## src/rtl/cfg_reg_pkg.sv

```systemverilog
// Shared defaults and helpers for the configuration register bank.
package cfg_reg_pkg;

   localparam int unsigned DEF_NUM_REGS = 64;
   localparam int unsigned DEF_DATA_W   = 8;
   localparam int unsigned DEF_ADDR_W   = 6;
   localparam int unsigned DEF_LOCK_BIT = 0;

   // The lock register defaults to the top of the bank.
   function automatic int unsigned def_lock_addr(input int unsigned num_regs);
      return num_regs - 1;
   endfunction

   // Bit offset of register n inside a flat NUM_REGS*DATA_W image.
   function automatic int unsigned reg_slice(input int unsigned n,
                                             input int unsigned w = DEF_DATA_W);
      return n * w;
   endfunction

endpackage

```

## src/rtl/cfg_reg_cell.sv

```systemverilog
// One configuration register: staged copy, active copy and dirty flag.
// CFG_PARITY_EN adds an even-parity bit on the active copy with a sticky mismatch flag.
module cfg_reg_cell #(
   parameter int unsigned         DATA_W    = 8,
   parameter logic [DATA_W-1:0]   RESET_VAL = '0
) (
   input  logic              SCK,
   input  logic              NRST,
   input  logic              i_stage_wr,
   input  logic              i_direct_wr,
   input  logic [DATA_W-1:0] i_wdata,
   input  logic              i_commit,
   input  logic              i_abort,
   output logic [DATA_W-1:0] o_stage,
   output logic [DATA_W-1:0] o_active,
   output logic              o_dirty,
   output logic              o_parity_err
);

   logic [DATA_W-1:0] r_stage, r_active;
   logic              r_dirty;
   logic [DATA_W-1:0] w_stage_d, w_active_d;
   logic              w_dirty_d;

   // Abort outranks commit; a same-cycle write is applied on top of either.
   always_comb begin
      w_stage_d  = r_stage;
      w_active_d = r_active;
      w_dirty_d  = r_dirty;
      if (i_abort) begin
         w_stage_d = r_active;
         w_dirty_d = 1'b0;
      end else if (i_commit) begin
         if (r_dirty) begin
            w_active_d = r_stage;
         end
         w_dirty_d = 1'b0;
      end
      if (i_stage_wr) begin
         w_stage_d = i_wdata;
         w_dirty_d = 1'b1;
      end
      if (i_direct_wr) begin
         w_stage_d  = i_wdata;
         w_active_d = i_wdata;
      end
   end

   always_ff @(posedge SCK or negedge NRST) begin
      if (!NRST) begin
         r_stage  <= RESET_VAL;
         r_active <= RESET_VAL;
         r_dirty  <= 1'b0;
      end else begin
         r_stage  <= w_stage_d;
         r_active <= w_active_d;
         r_dirty  <= w_dirty_d;
      end
   end

`ifdef CFG_PARITY_EN
   logic r_par, r_perr;

   always_ff @(posedge SCK or negedge NRST) begin
      if (!NRST) begin
         r_par  <= ^RESET_VAL;
         r_perr <= 1'b0;
      end else begin
         // Parity is only rewritten when the active value actually changes,
         // so a corrupted bit keeps mismatching the stored parity.
         if (w_active_d != r_active) begin
            r_par <= ^w_active_d;
         end
         if ((^r_active) != r_par) begin
            r_perr <= 1'b1;
         end
      end
   end

   assign o_parity_err = r_perr;
`else
   assign o_parity_err = 1'b0;
`endif

   assign o_stage  = r_stage;
   assign o_active = r_active;
   assign o_dirty  = r_dirty;

endmodule

```

## src/rtl/cfg_reg_bank.sv

```systemverilog
// Configuration register bank: staged writes with atomic commit/abort, read-only mask,
// write lock and registered readback. Optional CFG_PARITY_EN enables active-copy parity.
module cfg_reg_bank
   import cfg_reg_pkg::*;
#(
   parameter int unsigned                    NUM_REGS  = DEF_NUM_REGS,
   parameter int unsigned                    DATA_W    = DEF_DATA_W,
   parameter int unsigned                    ADDR_W    = DEF_ADDR_W,
   parameter logic [NUM_REGS*DATA_W-1:0]     RESET_VAL = '0,
   parameter logic [NUM_REGS-1:0]            RO_MASK   = '0,
   parameter bit                             IMMEDIATE = 1'b0,
   parameter int unsigned                    LOCK_ADDR = def_lock_addr(NUM_REGS),
   parameter int unsigned                    LOCK_BIT  = DEF_LOCK_BIT
) (
   input  logic                         SCK,
   input  logic                         NRST,
   input  logic [ADDR_W-1:0]            reg_addr,
   input  logic [DATA_W-1:0]            reg_value,
   input  logic                         wr_en,
   input  logic                         commit,
   input  logic                         abort,
   input  logic [ADDR_W-1:0]            rd_addr,
   input  logic                         rd_stage,
   output logic [DATA_W-1:0]            rd_data,
   output logic [NUM_REGS*DATA_W-1:0]   cfg_data,
   output logic                         pending,
   output logic                         wr_err,
   output logic                         parity_err
);

   logic [DATA_W-1:0]   w_stage  [NUM_REGS];
   logic [DATA_W-1:0]   w_active [NUM_REGS];
   logic [NUM_REGS-1:0] w_sel, w_dirty, w_perr, w_stage_wr, w_direct_wr;
   logic                w_addr_ok, w_ro, w_lock, w_is_lock, w_accept;
   logic                w_commit, w_abort;
   logic [DATA_W-1:0]   w_rd_val;
   logic [DATA_W-1:0]   r_rd_data;
   logic                r_wr_err;

   // An out-of-range address matches no select line, so it is rejected like a RO hit.
   assign w_addr_ok = |w_sel;
   assign w_ro      = |(w_sel & RO_MASK);
   assign w_is_lock = w_sel[LOCK_ADDR];
   assign w_lock    = w_active[LOCK_ADDR][LOCK_BIT];
   assign w_accept  = wr_en && w_addr_ok && !w_ro && (!w_lock || w_is_lock);

   assign w_commit  = commit && !IMMEDIATE;
   assign w_abort   = abort && !IMMEDIATE;

   genvar n;
   generate
      for (n = 0; n < NUM_REGS; n++) begin : g_cell
         localparam bit LOCK_CELL = (n == LOCK_ADDR);

         assign w_sel[n]       = (reg_addr == ADDR_W'(n));
         assign w_stage_wr[n]  = w_accept && w_sel[n] && !IMMEDIATE && !LOCK_CELL;
         assign w_direct_wr[n] = w_accept && w_sel[n] && (IMMEDIATE || LOCK_CELL);

         cfg_reg_cell #(
            .DATA_W    (DATA_W),
            .RESET_VAL (RESET_VAL[reg_slice(n, DATA_W) +: DATA_W])
         ) u_cell (
            .SCK          (SCK),
            .NRST         (NRST),
            .i_stage_wr   (w_stage_wr[n]),
            .i_direct_wr  (w_direct_wr[n]),
            .i_wdata      (reg_value),
            .i_commit     (w_commit),
            .i_abort      (w_abort),
            .o_stage      (w_stage[n]),
            .o_active     (w_active[n]),
            .o_dirty      (w_dirty[n]),
            .o_parity_err (w_perr[n])
         );

         assign cfg_data[reg_slice(n, DATA_W) +: DATA_W] = w_active[n];
      end
   endgenerate

   always_comb begin
      w_rd_val = '0;
      for (int unsigned i = 0; i < NUM_REGS; i++) begin
         if (rd_addr == ADDR_W'(i)) begin
            w_rd_val = rd_stage ? w_stage[i] : w_active[i];
         end
      end
   end

   always_ff @(posedge SCK or negedge NRST) begin
      if (!NRST) begin
         r_rd_data <= '0;
         r_wr_err  <= 1'b0;
      end else begin
         r_rd_data <= w_rd_val;
         r_wr_err  <= wr_en && !w_accept;
      end
   end

   assign rd_data    = r_rd_data;
   assign wr_err     = r_wr_err;
   assign pending    = |w_dirty;
   assign parity_err = |w_perr;

endmodule

```

## config.mk

```make
export PLATFORM = sky130hd
export DESIGN_NAME = cfg_reg_bank
export DESIGN_NICKNAME = d
export VERILOG_FILES = /design/src/rtl/cfg_reg_pkg.sv /design/src/rtl/cfg_reg_cell.sv /design/src/rtl/cfg_reg_bank.sv
export SDC_FILE = /design/constraint.sdc
export NUM_CORES = 2
export LEC_CHECK = 0
export CAP_MARGIN = 10
export CORE_ASPECT_RATIO = 2
export CORE_MARGIN = 10
export CORE_UTILIZATION = 40
export CTS_CLUSTER_DIAMETER = 120
export DETAILED_ROUTE_END_ITERATION = 8
export MAX_ROUTING_LAYER = met4
export PLACE_DENSITY = 0.6
export RECOVER_POWER = 100
export SLEW_MARGIN = 25
export SYNTH_ARGS = -nofsm -noshare
export SYNTH_HDL_FRONTEND = slang
export SYNTH_HIERARCHICAL = 1
export SYNTH_SLANG_ARGS = --single-unit
```

## constraint.sdc

```tcl
create_clock -name SCK -period 4.2 [get_ports SCK]
set_input_delay 0.42 -clock SCK [delete_from_list [all_inputs] [get_ports SCK]]
set_output_delay 0.42 -clock SCK [all_outputs]
set_load 0.03 [all_outputs]
```

==> run metrics <==
outcome=finished with violations; clock latency at the later pin of the worst-skew pair=0.76 ns; final critical delay including setup and external delays=4.15 ns; Yosys top cell by area=dfrtp_1; most numerous cell in the Yosys netlist=mux2_2; filler cell count in the final layout=15,693; number of buffers inserted during clock tree synthesis=107; number of slew-limit violations in the final report=249; final cell count without fillers=8,793; Max rail drop VDD=0.378 mV; Max Root-Sink Buffers=3; number of flops mapped to enable cells by yosys=0; area growth from synthesis to layout=14.3%; overflow left after global routing=0; power density of the placed cells=436 nW/um2; hold buffers post-CTS=1; Final #Nets=6,582; post-route ant nets=0; global-route wire length before repair=405,000 um; synthesized area per cell=11.2 um2; Slowest cell on crit path=clkbuf_2; worst flop-to-flop path startpoint=g_cell[63].u_cell/o_active[0]; Rows=212; iteration count of the initial detailed-routing pass=6; vias in the first global route=52,733; final hold slack=0.108 ns; Post-Route Utilization=46.0%; deepest level of the CTS H-tree=3; leading cell types by total area after synthesis=dfrtp_1 41%, mux2_2 19%, mux2i_1 13%; origin of the worst setup path=abort; routed wire length per instance=32.8 um; top-area cell type share of the netlist area=40.9%; register-to-register setup slack=0.56 ns; hold crit path type=primary input to register; Largest stage delay, worst path=1.44 ns; number of I/O pins=549; y dimension of the die=599 um; number of failing hold endpoints at the final stage=0; Post-synth top flop=dfrtp_1; Crit. End Element=register; clock transition at the registers of the reported paths=0.07 ns; gate count after technology mapping=5,987; share of cells above drive strength 1=27.0%; distinct cell type count of the synthesized netlist=96; Tot GR Track Use=31.0%; measured slew at the worst slew-check pin=2.46 ns; maximum number of pins on one net before global-route repair=135; Seq cells post-synth=1,097; Total Die Area=186,000 um2; CTS tree=built; worst reg2reg endpoint=g_cell[40].u_cell/o_stage[7]; overall routed net length=288,000 um; hold path startpoint=reg_value[3]; Rel. slew slack=-64.3%; leakage power=0.0338 uW; Initial Utilization=40.2%; violated checks=capacitance limit, slew limit; unrepaired setup endpoints after global routing=no; number of antenna violations at the first check in global routing=20; count of cells along the worst hold path=3; maximum fanout encountered on the critical timing path=46; part of the cycle the worst path needs=98.9%; accumulated negative setup slack=0 ns; Core Area=167,000 um2; Vias/cell=5.97; CP arrival=4.74 ns; placed wire-length estimate after detailed placement=221,000 um; Sinks on Clock Net=1,097; cts repair resizes=0; weighted congestion reported at the end of routability-driven placement=1.03; share of synthesized area occupied by flip-flops and latches=40.9%; Setup violations, final=0; post-route clock skew=0.0442 ns; leading post-synthesis cells by instance count=1,121 x mux2_2, 1,097 x dfrtp_1, 875 x mux2i_1; total number of vias=52,458; Die X-Extent=310 um; number of DRC markers in iteration 0=4,450; placed insts=8,585; input/output buffers=547; post-detailed-route DRC marker count=0; R2R cell count=7; most prevalent standard cell on the critical path=clkbuf_2; Required @ worst endpoint=4.78 ns; Synth Cell Area=67,100 um2; number of warnings reported in the yosys synthesis log=6; max-cap viol count=9; Async SR Flop Fraction=100%; maximum clock rate=241 MHz; setup fix buffers added after clock tree synthesis=0; worst-path cell chain=clkbuf_2, clkbuf_2, clkbuf_2, mux2i_1, o21ai_0; category of the most critical setup path=primary input to register; total design power=33,500 uW; worst hold path endpoint=g_cell[9].u_cell/o_stage[3]; CTS Root Cell=clkbuf_16; launching element type of the critical path=primary input
[cell type report]
class | instances | area [um2] | area share, %
clock inverters | 39 | 500 | 0.652
diodes | 15 | 37.5 | 0.0489
repair buffers | 852 | 7850 | 10.2
clock buffers | 152 | 3100 | 4.04
multi-input cells | 4368 | 34400 | 44.8
flip-flops and latches | 1097 | 27500 | 35.8
inverters | 130 | 762 | 0.993
well taps | 2140 | 2680 | 3.49
[layer usage]
| metal | global-route usage (%) | routed length, um | up-vias |
|---|---|---|---|
| met3 | 5.41 | 18700 | 555 |
| met5 | - | 0 | - |
| li1 | - | - | 22677 |
| met2 | 49.7 | 137000 | 2071 |
| met4 | 18.5 | 20800 | 0 |
| met1 | 36.0 | 112000 | 27155 |
[critical path, delay by kind of cell]
kind	cells	cell delay, ns
compound gates	1	0.11
buf+inv	3	3.77
mux	1	0.28
[how the worst max path moves through the flow]
stage	end	slack, ns
after floorplan	rd_data[1]	1.73
after global placement	rd_data[6]	-0.14
after detailed placement	rd_data[6]	-0.25
after CTS	pending	0.18
after global routing	g_cell[32].u_cell/o_stage[2]	0.05
final	g_cell[49].u_cell/o_stage[7]	0.05
[cell families after synthesis]
group | Yosys count | synth area share [%]
AND/OR/NAND/NOR | 1078 | 7.30
flip-flops | 1097 | 40.9
XOR/XNOR | 1 | 0.0131
other | 65 | 0.364
buffers and inverters | 586 | 7.19
multiplexers | 2019 | 32.6
AO/OA/AOI/OAI | 1141 | 11.7
[registers in the layout, summed over array words and instances (netlist names)]
name,flops
g_cell.u_cell/o_active,512
g_cell.u_cell/o_stage,512
g_cell.u_cell/o_dirty,64
wr_err,1
rd_data,8
[layout by cell type (no fill, tap or decap), drive strengths merged, types with 76 or more instances in the layout]
cell         synthesis  layout
mux2              1124    1124
a31oi               76      76
buf                434     258
a21oi              105     105
inv                130     121
nor2               166     166
nand2              612     612
conb                65     129
mux2i              875     875
dfrtp             1097    1097
o21ai              625     625
dlygate4sd3          0     523
clkbuf              22     212
[per-stage QoR]
step | cell area [um2] | setup slack, ns
floorplan | 67400 | 1.73
global placement | 74200 | -0.142
detailed placement | 74200 | -0.246
CTS | 77800 | 0.176
global route | 76700 | 0.0508
finish | 76700 | 0.0454
[power breakdown]
group,leakage (uW),switching (uW),internal (uW)
clock network,0.00176,4560,5690
logic,0.0187,5910,3640
registers,0.0133,1710,12000
No activity file was read; power rests on OpenSTA's default activity.
